--- config.mk ---
export PLATFORM = sky130hd
export DESIGN_NAME = clip_monitor_flat
export DESIGN_NICKNAME = d
export VERILOG_FILES = /design/src/rtl/clip_monitor_pkg.sv /design/src/rtl/clip_monitor_if.sv /design/src/rtl/clip_monitor_sat_counter.sv /design/src/rtl/clip_monitor.sv /design/src/flat_wrapper.sv
export SDC_FILE = /design/constraint.sdc
export NUM_CORES = 1
export LEC_CHECK = 0
export ABC_CLOCK_PERIOD_IN_PS = 2009
export CAP_MARGIN = 0
export CORE_AREA = 2 2 66 84
export CTS_CLUSTER_DIAMETER = 100
export DETAILED_ROUTE_END_ITERATION = 8
export DIE_AREA = 0 0 68 86
export PLACE_DENSITY = 0.66
export SYNTH_ARGS = -nofsm -noshare
export SYNTH_HDL_FRONTEND = slang
export SYNTH_SLANG_ARGS = --single-unit
--- constraint.sdc ---
create_clock -name clk -period 2.01 [get_ports clk]
set_input_delay 0.3015 -clock clk [delete_from_list [all_inputs] [get_ports clk]]
set_output_delay 0.3015 -clock clk [all_outputs]
set_load 0.03 [all_outputs]
--- src/rtl/clip_monitor_pkg.sv ---
// Shared types and default constants for the clip monitor.
package clip_monitor_pkg;

    // Debounce FSM states
    typedef enum logic [1:0] {
        OK      = 2'd0,
        SUSPECT = 2'd1,
        ALARM   = 2'd2,
        RECOVER = 2'd3
    } clip_state_t;

    // Default clamp limits of the upstream saturation stage
    localparam int LIMIAR_SUP_DEF = 120;
    localparam int LIMIAR_INF_DEF = -120;

endpackage

--- src/rtl/clip_monitor_if.sv ---
// Sample stream in/out of the clip monitor plus its status outputs.
interface clip_monitor_if #(
    parameter int DATA_W = 8,
    parameter int CNT_W  = 16
);
    logic                     entrada_vld;
    logic signed [DATA_W-1:0] entrada;
    logic                     clear_count;
    logic                     saida_vld;
    logic signed [DATA_W-1:0] saida;
    logic                     clip_sup;
    logic                     clip_inf;
    logic                     alarme;
    logic [CNT_W-1:0]         clip_count;

    // Producer / software side
    modport master (
        output entrada_vld, entrada, clear_count,
        input  saida_vld, saida, clip_sup, clip_inf, alarme, clip_count
    );

    // Monitor side
    modport slave (
        input  entrada_vld, entrada, clear_count,
        output saida_vld, saida, clip_sup, clip_inf, alarme, clip_count
    );
endinterface

--- src/rtl/clip_monitor_sat_counter.sv ---
// Saturating up-counter with synchronous clear; a clear coinciding with an
// increment leaves the counter at 1 so that event is not lost.
module sat_counter #(
    parameter int W = 16
) (
    input  logic         clk,
    input  logic         reset,
    input  logic         clear,
    input  logic         en,
    output logic [W-1:0] count
);
    // Count register: clear has priority, increment sticks at all-ones
    always_ff @(posedge clk) begin
        if (reset) begin
            count <= '0;
        end else if (clear) begin
            count <= en ? W'(1) : '0;
        end else if (en && (count != '1)) begin
            count <= count + W'(1);
        end
    end
endmodule

--- src/rtl/clip_monitor.sv ---
// Flags clamped samples, debounces them into a clipping alarm and counts
// alarm entries. Samples are registered through with one cycle of latency.
module clip_monitor
    import clip_monitor_pkg::*;
#(
    parameter int DATA_W     = 8,
    parameter int LIMIAR_SUP = LIMIAR_SUP_DEF,
    parameter int LIMIAR_INF = LIMIAR_INF_DEF,
    parameter int RUN_LEN    = 4,
    parameter int CLEAR_LEN  = 8,
    parameter int CNT_W      = 16
) (
    input logic           clk,
    input logic           reset,
    clip_monitor_if.slave bus
);
    localparam int RC_MAX = (RUN_LEN > CLEAR_LEN) ? RUN_LEN : CLEAR_LEN;
    localparam int RC_W   = $clog2(RC_MAX + 1);

    localparam logic [RC_W-1:0]         RUN_LIM   = RC_W'(RUN_LEN);
    localparam logic [RC_W-1:0]         CLEAR_LIM = RC_W'(CLEAR_LEN);
    localparam logic [RC_W-1:0]         ONE       = RC_W'(1);
    localparam logic signed [DATA_W-1:0] SUP      = DATA_W'(LIMIAR_SUP);
    localparam logic signed [DATA_W-1:0] INF      = DATA_W'(LIMIAR_INF);

    clip_state_t     state_q, state_d;
    logic [RC_W-1:0] run_q, run_d;
    logic [RC_W-1:0] calm_q, calm_d;
    logic            hit_sup, hit_inf, clipped, count_inc;

    // Both operands are signed, so these are two's-complement compares
    assign hit_sup = (bus.entrada >= SUP);
    assign hit_inf = (bus.entrada <= INF);
    assign clipped = hit_sup | hit_inf;

    // Next state and run/calm counters; nothing moves on invalid cycles
    always_comb begin
        state_d   = state_q;
        run_d     = run_q;
        calm_d    = calm_q;
        count_inc = 1'b0;
        if (bus.entrada_vld) begin
            unique case (state_q)
                OK: begin
                    if (clipped) begin
                        run_d = ONE;
                        if (RUN_LEN == 1) begin
                            state_d   = ALARM;
                            count_inc = 1'b1;
                        end else begin
                            state_d = SUSPECT;
                        end
                    end
                end
                SUSPECT: begin
                    if (clipped) begin
                        run_d = run_q + ONE;
                        if (run_d == RUN_LIM) begin
                            state_d   = ALARM;
                            count_inc = 1'b1;
                        end
                    end else begin
                        state_d = OK;
                        run_d   = '0;
                    end
                end
                ALARM: begin
                    if (!clipped) begin
                        calm_d = ONE;
                        state_d = (CLEAR_LEN == 1) ? OK : RECOVER;
                    end
                end
                RECOVER: begin
                    // A re-clip resumes the same alarm episode; it is not a new entry
                    if (clipped) begin
                        state_d = ALARM;
                        calm_d  = '0;
                    end else begin
                        calm_d = calm_q + ONE;
                        if (calm_d == CLEAR_LIM) begin
                            state_d = OK;
                        end
                    end
                end
                default: state_d = OK;
            endcase
        end
    end

    // State, counters and registered outputs; reset overrides everything
    always_ff @(posedge clk) begin
        if (reset) begin
            state_q       <= OK;
            run_q         <= '0;
            calm_q        <= '0;
            bus.saida_vld <= 1'b0;
            bus.saida     <= '0;
            bus.clip_sup  <= 1'b0;
            bus.clip_inf  <= 1'b0;
            bus.alarme    <= 1'b0;
        end else begin
            state_q       <= state_d;
            run_q         <= run_d;
            calm_q        <= calm_d;
            bus.saida_vld <= bus.entrada_vld;
            bus.alarme    <= (state_d == ALARM) || (state_d == RECOVER);
            if (bus.entrada_vld) begin
                bus.saida    <= bus.entrada;
                bus.clip_sup <= hit_sup;
                bus.clip_inf <= hit_inf;
            end
        end
    end

    sat_counter #(.W(CNT_W)) u_clip_count (
        .clk   (clk),
        .reset (reset),
        .clear (bus.clear_count),
        .en    (count_inc),
        .count (bus.clip_count)
    );
endmodule

--- src/flat_wrapper.sv ---
// flat-port wrapper written by rule: the top's interface ports become plain ports
module clip_monitor_flat import clip_monitor_pkg::*;
#(
    parameter int DATA_W     = 8,
    parameter int LIMIAR_SUP = LIMIAR_SUP_DEF,
    parameter int LIMIAR_INF = LIMIAR_INF_DEF,
    parameter int RUN_LEN    = 4,
    parameter int CLEAR_LEN  = 8,
    parameter int CNT_W      = 16
)
  (clk, reset, bus_entrada_vld, bus_entrada, bus_clear_count, bus_saida_vld, bus_saida, bus_clip_sup, bus_clip_inf, bus_alarme, bus_clip_count);
  clip_monitor_if #(.DATA_W(DATA_W), .CNT_W(CNT_W)) bus_i ();
  input logic clk;
  input logic reset;
  input wire logic [$bits(bus_i.entrada_vld)-1:0] bus_entrada_vld;
  input wire logic [$bits(bus_i.entrada)-1:0] bus_entrada;
  input wire logic [$bits(bus_i.clear_count)-1:0] bus_clear_count;
  output wire logic [$bits(bus_i.saida_vld)-1:0] bus_saida_vld;
  output wire logic [$bits(bus_i.saida)-1:0] bus_saida;
  output wire logic [$bits(bus_i.clip_sup)-1:0] bus_clip_sup;
  output wire logic [$bits(bus_i.clip_inf)-1:0] bus_clip_inf;
  output wire logic [$bits(bus_i.alarme)-1:0] bus_alarme;
  output wire logic [$bits(bus_i.clip_count)-1:0] bus_clip_count;
  assign bus_i.entrada_vld = bus_entrada_vld;
  assign bus_i.entrada = bus_entrada;
  assign bus_i.clear_count = bus_clear_count;
  assign bus_saida_vld = bus_i.saida_vld;
  assign bus_saida = bus_i.saida;
  assign bus_clip_sup = bus_i.clip_sup;
  assign bus_clip_inf = bus_i.clip_inf;
  assign bus_alarme = bus_i.alarme;
  assign bus_clip_count = bus_i.clip_count;
  clip_monitor #(.DATA_W(DATA_W), .LIMIAR_SUP(LIMIAR_SUP), .LIMIAR_INF(LIMIAR_INF), .RUN_LEN(RUN_LEN), .CLEAR_LEN(CLEAR_LEN), .CNT_W(CNT_W)) u_core (.clk(clk), .reset(reset), .bus(bus_i));
endmodule
# ---- Word-level counts from Yosys, hierarchy flattened
# Index checks and enable logic that the tools add are counted.
dict set report word_totals {
  ff_bits 38
  in_bits 12
  output_inout_bits 28
  elab_cells 54
}
dict set report classes {
  addsub 3
  magnitude_cmp 2
  eq_ne 10
  muxes 21
  n_bitwise 1
  n_reduce_logical 8
}
# op n
set ops {}
lappend ops {{$mux 16} 2}
lappend ops {{$add 16x1->16 const B} 1}
lappend ops {{$mux 4} 4}
lappend ops {{$ne 16x16->1 const B} 1}
lappend ops {{$pmux 4 s2} 2}
lappend ops {{$mux 2} 7}
lappend ops {{$add 4x1->4 const B} 2}
lappend ops {{$eq 2x2->1 const B} 4}
lappend ops {{$ge 8x8->1 const B} 1}
lappend ops {{$le 8x8->1 const B} 1}
lappend ops {{$pmux 2 s4} 1}
lappend ops {{$reduce_and 3->1} 2}
lappend ops {{$reduce_bool 2->1} 3}
lappend ops {{$mux 1} 5}
lappend ops {{$eq 4x3->1 const B} 1}
lappend ops {{$eq 4x4->1 const B} 1}
lappend ops {{$eq 2x1->1 const B} 1}
lappend ops {{$logic_not 2->1} 1}
lappend ops {{$ne 2x1->1 const B} 1}
lappend ops {{$ne 2x2->1 const B} 1}
lappend ops {{$logic_and 1x1->1} 1}
lappend ops {{$logic_or 1x1->1} 1}
lappend ops {{$or 1x1->1} 1}

# ---- Logic depth before layout (Yosys ltp)
# Gate-level depths: netlist (run 1).
dict set report logic_depth {
  ltp_word 9
  depth_mapped 8
  depth_no_buf 6
}

# ---- Modules after synthesis
# From an unflattened synthesis (run 1), not the netlist that was laid out.
dict set report hier_totals {
  cells_unflattened 220
  hier_area_um2 1948.1
}
# module instances cells_each area_each_um2 seq_area_each_um2
set modules_own_cells {}
lappend modules_own_cells {clip_monitor 1 121 1107.3 440.4}
lappend modules_own_cells {sat_counter 1 99 840.8 320.3}

# ---- Worst setup path after synthesis (run 1)
# OpenSTA, ideal clock, no wires.
dict set report synth_path {
  path_kind {input -> register}
  startpoint {input bus_entrada[4]}
  endpoint {register u_core.u_clip_count.count[10]}
  setup_time_ps 134
  t_arrival_ps 1807
  required_time_ps 1876
  slack_ps 69
  path_stages 7
  n_path_buf 2
  path_cell_list {or4b_4 a21oi_4 o21bai_2 buf_6 buf_2 o311ai_0 o31ai_1}
}
dict set report synth_between {
  elab_chain_cells 7
  elab_cells_between_ends 8
  cone_classes {order compare: 2; mux: 3; bitwise: 1; reduce/logical: 2}
}
# item line
set synth_lines {}
lappend synth_lines {{start: declaration} flat_wrapper.sv:16} ;# input wire logic [$bits(bus_i.entrada)-1:0] bus_entrada;
lappend synth_lines {{$ge 8x8->1 / $le 8x8->1 (equally long branches)} {clip_monitor.sv:32, clip_monitor.sv:33}}
lappend synth_lines {{$or 1x1->1 (*)} clip_monitor.sv:34} ;# assign clipped = hit_sup | hit_inf;
lappend synth_lines {{$mux 1 (*)} clip_monitor.sv:56} ;# if (clipped) begin
lappend synth_lines {{$mux 1 (*)} clip_monitor.sv:43} ;# unique case (state_q)
lappend synth_lines {{$mux 1 (*)} clip_monitor.sv:42} ;# if (bus.entrada_vld) begin
lappend synth_lines {{$logic_and 1x1->1 (*)} clip_monitor_sat_counter.sv:18} ;# end else if (en && (count != '1)) begin
lappend synth_lines {{$reduce_bool 2->1 (no source line) (*)} -}
lappend synth_lines {{end signal: assignment} clip_monitor_sat_counter.sv:17} ;# count <= en ? W'(1) : '0;
lappend synth_lines {{end signal: assignment} clip_monitor_sat_counter.sv:19} ;# count <= count + W'(1);
lappend synth_lines {{end: declaration} clip_monitor_sat_counter.sv:10} ;# output logic [W-1:0] count
# Every way passes the cells marked *; elsewhere a longest branch is shown, timed or not.
# A chain may end at the register's enable or synchronous reset.

# ---- Final worst setup path (run 1)
dict set report layout_path {
  startpoint {input bus_entrada[0]}
  endpoint {register u_core.u_clip_count.count[11]}
}
# The elaborated chain is that of the path after synthesis.

==> results of run 1 <==
## per-stage QoR
step / setup WS, ns / hold WS (ns)
after floorplan: 0.0687 / 0.449
after global placement: -0.386 / 0.471
after detailed placement: -0.420 / 0.480
after CTS: -0.000780 / 0.490
after global routing: -0.0109 / 0.442
final: 0.0311 / 0.425
## kinds of logic after synthesis
family / synth area share
AO/OA/AOI/OAI: 0.187
XOR/XNOR: 0.00446
adder cells (fa/ha/maj): 0.0255
buffers and inverters: 0.0408
flip-flops: 0.388
multiplexers: 0.0873
AND/OR/NAND/NOR: 0.267
## sequential cells by signal, indices dropped and copies added (netlist names)
name,flops
u_core.u_clip_count.count,16
u_core.bus.saida,8
u_core.calm_q,4
u_core.run_q,4
u_core.state_q,2
u_core.bus.alarme,1
u_core.bus.clip_inf,1
u_core.bus.clip_sup,1
u_core.bus.saida_vld,1
## how the worst min path moves through the flow
stage	startpoint	to	slack [ns]	depth (start not counted)
6_report	bus_entrada[4]	u_core.bus.saida[4]	0.42	4
4_1_cts	u_core.run_q[2]	u_core.run_q[2]	0.49	2
5_1_grt	bus_entrada[4]	u_core.bus.saida[4]	0.44	4
3_3_place_gp	u_core.run_q[2]	u_core.run_q[2]	0.47	2
3_5_place_dp	u_core.run_q[2]	u_core.run_q[2]	0.48	2
2_1_floorplan	bus_entrada[7]	u_core.bus.saida[7]	0.45	2
## worst max-delay path: cells and delay by family
kind	cells	cell delay (ns)
buffers and inverters	2	0.58
AOI/OAI and AO/OA	3	0.39
and+or+nand+nor	2	0.93
## cell usage in the layout (no fill, tap or decap), drive strengths merged, types with 4 or more instances in the layout
cell,n
o31ai,11
dfxtp,38
a21oi,16
or4,7
or3,9
inv,6
nor2,20
mux2i,16
o32ai,5
clkbuf,7
nor4,4
nand2,22
nand4,6
buf,30
ha,4
clkdlybuf4s50,35
nand3,10
## power groups by stage
stage               sequential (mW)  combinational, mW  clock [mW]
floorplan                     0.810             0.0553           0
global placement              0.788              0.154           0
detailed placement            0.788              0.155           0
CTS                           0.771              0.157       0.563
global route                  0.773              0.175       0.600
finish                        0.771              0.164       0.550
## layout make-up
| cell class | count | area [sq um] | area share |
|---|---|---|---|
| well taps | 62 | 77.6 | 0.0277 |
| inverters | 6 | 22.5 | 0.00804 |
| repair buffers | 69 | 643 | 0.230 |
| multi-input cells | 173 | 1200 | 0.430 |
| flip-flops and latches | 38 | 762 | 0.272 |
| clock inverters | 1 | 5.00 | 0.00179 |
| clock buffers | 7 | 86.3 | 0.0308 |
## repair_timing
item / in CTS / in global routing
pin swaps: 3 / 2
gates cloned: 2 / 0
buffers inserted: 0 / 2
resized for setup: 7 / 13
setup endpoints to repair: 14 / 20
## layer usage
layer | vias up | wire length, um | GRT usage
li1 | 986 | - | -
met1 | 931 | 2260 | 0.238
met2 | 66 | 2550 | 0.305
met3 | 8 | 330 | 0.0538
met4 | 0 | 80 | 0.0655
met5 | - | 0 | 0
==> run metrics, run 1 <==
number of detailed-routing iterations run before antenna repair=4; clock transition at the registers of the reported paths=about 0.080 ns; leading area contributor after synthesis=sky130_fd_sc_hd__dfxtp_1; quantity of I/O buffers inserted on ports=39; core area=roughly 5000 sq um; proportion of total power due to net switching=0.246; fillers=roughly 480; count of clock tree sinks=38; Avg Synthesized Cell Area=between 8 and 9 sq um; CP Cell Sequence=clkdlybuf4s50_1, or3_4, a21oi_4, buf_12, o21bai_4, or4_1, a21oi_1; Design Power=roughly 1.5 mW; register area share after synthesis=0.388; clock latency on the worst-skew pair=0.29 ns; share of the cycle needed by the critical path after routing=0.985; Crit path required time=2.24 ns; Slew Limit Headroom=0.524; number of warning messages in the yosys log=0; relative contribution of sequential cells to total power=0.519; synthesized flop and latch total=38; critical path's slowest cell=sky130_fd_sc_hd__or4_1; remaining global-route overflow=0; reg-to-reg startpoint=u_core.run_q[0]; maximum buffer depth of the clock tree=2; Arrival @ worst endpoint=roughly 2.2 ns; final cell utilization of the core=0.559; number of rows in the core area=29; number of antenna violations at the first check in global routing=0; number of H-tree branching levels=2; ys async rst share=0; area of the mapped netlist=1960 sq um; post-detailed-route wirelength per cell=14.6 um; total via count in the routed design=roughly 2000; setup TNS after final layout=0 ns; Crit. End Element=flop; initial core utilization=0.392; origin of the worst setup path=bus_entrada[0]; final critical path time including I/O delays and setup=1.98 ns; placed wire-length estimate after detailed placement=3.48 mm; count of final hold-check violations=0; DR DRC count=0; Cell Int Power=1.12 mW; average vias per placed instance=roughly 5.6; diode insertion count for antenna repair=0; outcome=finished clean; DRC marker count from the first detailed-route iteration=144; leakage power of the design=0.954 nW; Inserted Clock Buffers=5; reg-to-reg slack, setup=~0.12 ns; wire length of the first global-routing pass=about 8.6 mm; GRT Util Overall=0.189; ports placed on the boundary=40; DIE WIDTH=approximately 68 um; classification of the worst setup path=in -> reg; actual slew at the worst max-slew pin=slightly above 0.7 ns; Final Cell Area=around 2800 sq um; buffer cell driving the clock tree root=sky130_fd_sc_hd__clkbuf_8; post-detailed-route count of antenna-violating nets=0; VDD IR max=between 300 and 400 uV; Final Skew=~0.0097 ns; area overhead of the layout relative to synthesis=42.7%; Net Count, Synth=roughly 240; combinational fraction of design power=0.111; cell count after synthesis=between 200 and 250; top cells by instance count after synthesis=sky130_fd_sc_hd__dfxtp_1, sky130_fd_sc_hd__nand2_1, sky130_fd_sc_hd__nor2_1, sky130_fd_sc_hd__mux2i_1, sky130_fd_sc_hd__a21oi_1; pin count of the biggest net entering global routing=23; power dissipated by switching net loads=around 0.37 mW; destination of the worst register-to-register timing path=u_core.u_clip_count.count[12]; Max Slew Vio Count=0; crit-path max cell delay=0.51 ns; maximum fanout along the worst path=6; Setup violations, final=0; depth of the most critical reg-to-reg path=7; wire length after detailed routing=5.22 mm; area of the die=about 5800 sq um; part of the power in the clock network=0.370; # placed instances=approximately 340; die height=between 80 and 90 um; number of cells in the finished layout apart from fillers=356; number of flops mapped to enable cells by yosys=0; areal power density over the cells=approximately 530 nW/um^2; final-stage net count=between 300 and 400; launching element type of the critical path=input pin; clock tree from TritonCTS=built; total of max-cap violations=0; end of the critical path=u_core.u_clip_count.count[11]; most common cell in the netlist=sky130_fd_sc_hd__dfxtp_1; area share of the largest cell type after synthesis=0.388; Placed Instance Area=roughly 2600 sq um; share of layout cells above drive strength 1=0.190; Routability Congestion=0.776; maximum frequency from static timing analysis=between 500 and 600 MHz; worst min-delay path category=in -> reg; top cells by area in the synthesized netlist=sky130_fd_sc_hd__dfxtp_1, sky130_fd_sc_hd__mux2i_1, sky130_fd_sc_hd__nand2_1, sky130_fd_sc_hd__o31ai_1, sky130_fd_sc_hd__a21oi_1; quantity of hold-fixing buffers added after cts=0; most common flop cell mapped by yosys=sky130_fd_sc_hd__dfxtp_1; via count of the first global-routing pass=1831; distinct cell type count of the synthesized netlist=44
No activity file was read; power rests on OpenSTA's default activity.
==> run 2: changes to the inputs <==
Settings changed: REMOVE_ABC_BUFFERS set to 1.
==> run 2 against run 1 <==
Die area stayed put. Sequential power hardly changed. Global-route usage is 0.078 points lower. Sequential cell count stayed put. Design area is 1.7% higher. Highest routed layer unchanged. Sequential share of layout area is 0.41 points lower. Largest power group is now the clock network. Largest cell class unchanged. Critical endpoint is now u_core.u_clip_count.count[2]. Clock skew is 0.0024 ns lower. Final cell count is 0.28% lower.
==> run metrics, run 2 (same netlist as run 1, synthesis figures left out) <==
outcome=finished clean; share of the cycle needed by the critical path after routing=0.974; count of final hold-check violations=0; total via count in the routed design=2012; Slew Limit Headroom=0.558; Reg with most FFs=u_core.u_clip_count.count; DIE WIDTH=~70 um; final cell utilization of the core=0.569; VDD IR max=between 600 and 700 uV; wire length of the first global-routing pass=~8.5 mm; Design Power=approximately 1.7 mW; busiest grt layer=met2; Final Skew=0.00725 ns; pin count of the biggest net entering global routing=35; average vias per placed instance=5.67; number of antenna violations at the first check in global routing=0; Seq. cell area=763 sq um; # placed instances=approximately 340; share of layout cells above drive strength 1=0.188; launching element type of the critical path=input pin; critical path's slowest cell=sky130_fd_sc_hd__or4_1; area of the die=5850 sq um; final critical path time including I/O delays and setup=~2.0 ns; Crit. End Element=flop; CP Cell Sequence=clkdlybuf4s50_1, or3_4, a21oi_4, buf_12, o21bai_4, or4_1, a21oi_1; wire length after detailed routing=roughly 5.3 mm; clock latency on the worst-skew pair=between 0.2 and 0.3 ns; post-detailed-route count of antenna-violating nets=0; maximum buffer depth of the clock tree=2; proportion of total power due to net switching=0.215; Setup violations, final=0; Arrival @ worst endpoint=approximately 2.2 ns; area overhead of the layout relative to synthesis=45.1%; worst min-delay path category=reg -> reg; global routing met2 resource utilization=0.313; initial core utilization=0.392; actual slew at the worst max-slew pin=around 0.66 ns; placed wire-length estimate after detailed placement=roughly 3.6 mm; ports placed on the boundary=40; crit-path max cell delay=about 0.52 ns; global-route met3 utilization=0.0420; maximum frequency from static timing analysis=approximately 510 MHz; final-stage net count=308; classification of the worst setup path=in -> reg; power dissipated by switching net loads=around 0.38 mW; leakage power of the design=0.968 nW; number of cells in the finished layout apart from fillers=355; most frequent cells in the layout=sky130_fd_sc_hd__dfxtp_1, sky130_fd_sc_hd__clkdlybuf4s50_1, sky130_fd_sc_hd__buf_4, sky130_fd_sc_hd__nand2_1, sky130_fd_sc_hd__nor2_1; total of max-cap violations=0; DR DRC count=0; Cell Int Power=1.37 mW; RSZ-0062 raised after global routing=no; quantity of I/O buffers inserted on ports=39; die height=between 80 and 90 um; diode insertion count for antenna repair=0; part of the power in the clock network=0.465; Placed Instance Area=about 2600 sq um; Largest regs=u_core.u_clip_count.count x16, u_core.bus.saida x8; commonest non-fill, non-tap cell in the layout=sky130_fd_sc_hd__dfxtp_1; core area=around 5000 sq um; Final Cell Area=about 2800 sq um; Crit path required time=between 2 and 2.5 ns; fillers=450; relative contribution of sequential cells to total power=0.441; Routability Congestion=approximately 0.82; number of H-tree branching levels=2; post-detailed-route wirelength per cell=approximately 15 um; areal power density over the cells=614 nW/um^2; multi-input logic area=around 1200 sq um; clock tree from TritonCTS=built; worst hold slack=0.489 ns; buffer cell driving the clock tree root=sky130_fd_sc_hd__clkbuf_8; maximum fanout along the worst path=6; GRT Util Overall=0.189; clock transition at the registers of the reported paths=0.08 ns; remaining global-route overflow=0; combinational fraction of design power=0.094; Inserted Clock Buffers=5; count of clock tree sinks=38; Max Slew Vio Count=0; DRC marker count from the first detailed-route iteration=roughly 170; number of rows in the core area=29; via count of the first global-routing pass=between 1500 and 2000; number of detailed-routing iterations run before antenna repair=4; number of flip-flops in the largest register=16; met1 Resource Use GR=0.228
==> run 2: routing by layer <==
layer	wire, um	vias to the layer above
met5	0	-
met1	2270	946
met3	284	8
met4	72	0
met2	2650	69
li1	-	989
==> run 2: repair_timing <==
action                                  CTS  global route
pin swaps                                 4             1
endpoints found under the setup margin   15            17
hold endpoints to repair                  0             0
hold buffers                              0             0
cloned                                    2             0
resized for setup                        10             7
setup buffers                             1             0
==> run 2: final timing paths <==
check	startpoint	endpoint	cells after the start	slack, ns
worst max-delay path	bus_entrada[0]	u_core.u_clip_count.count[2]	7	0.05
worst max register to register	u_core.run_q[0]	u_core.u_clip_count.count[6]	7	0.12
worst min-delay path	u_core.u_clip_count.count[9]	u_core.u_clip_count.count[9]	2	0.49
worst min register to register	u_core.u_clip_count.count[9]	u_core.u_clip_count.count[9]	2	0.49
==> run 2: metrics by stage <==
| stage | setup TNS [ns] | setup WS, ns |
|---|---|---|
| 6_report | 0 | 0.0531 |
| 5_1_grt | 0 | 0.00683 |
| 4_1_cts | 0 | 0.0134 |
| 3_5_place_dp | -7.74 | -0.436 |
| 3_3_place_gp | -6.93 | -0.402 |
| 2_1_floorplan | 0 | 0.0950 |
==> run 2: worst max-delay path, delay by kind of cell <==
family,cells,cell delay [ns]
and+or+nand+nor,2,0.93
buffers and inverters,2,0.56
AOI/OAI and AO/OA,3,0.38
==> run 2: power groups by stage <==
stage / clock network [mW] / registers [mW] / logic (mW)
floorplan: 0 / 0.811 / 0.0385
detailed placement: 0 / 0.788 / 0.159
CTS: 0.831 / 0.771 / 0.164
global placement: 0 / 0.788 / 0.158
finish: 0.814 / 0.771 / 0.165
global route: 0.858 / 0.772 / 0.176
==> run 2: final cells by class <==
class,instances,share of cell area
clock inverter,2,0.0211
timing repair buffer,68,0.226
tap,62,0.0272
sequential,38,0.268
inverter,6,0.00791
clock buffer,6,0.0290
multi-input combinational,173,0.421
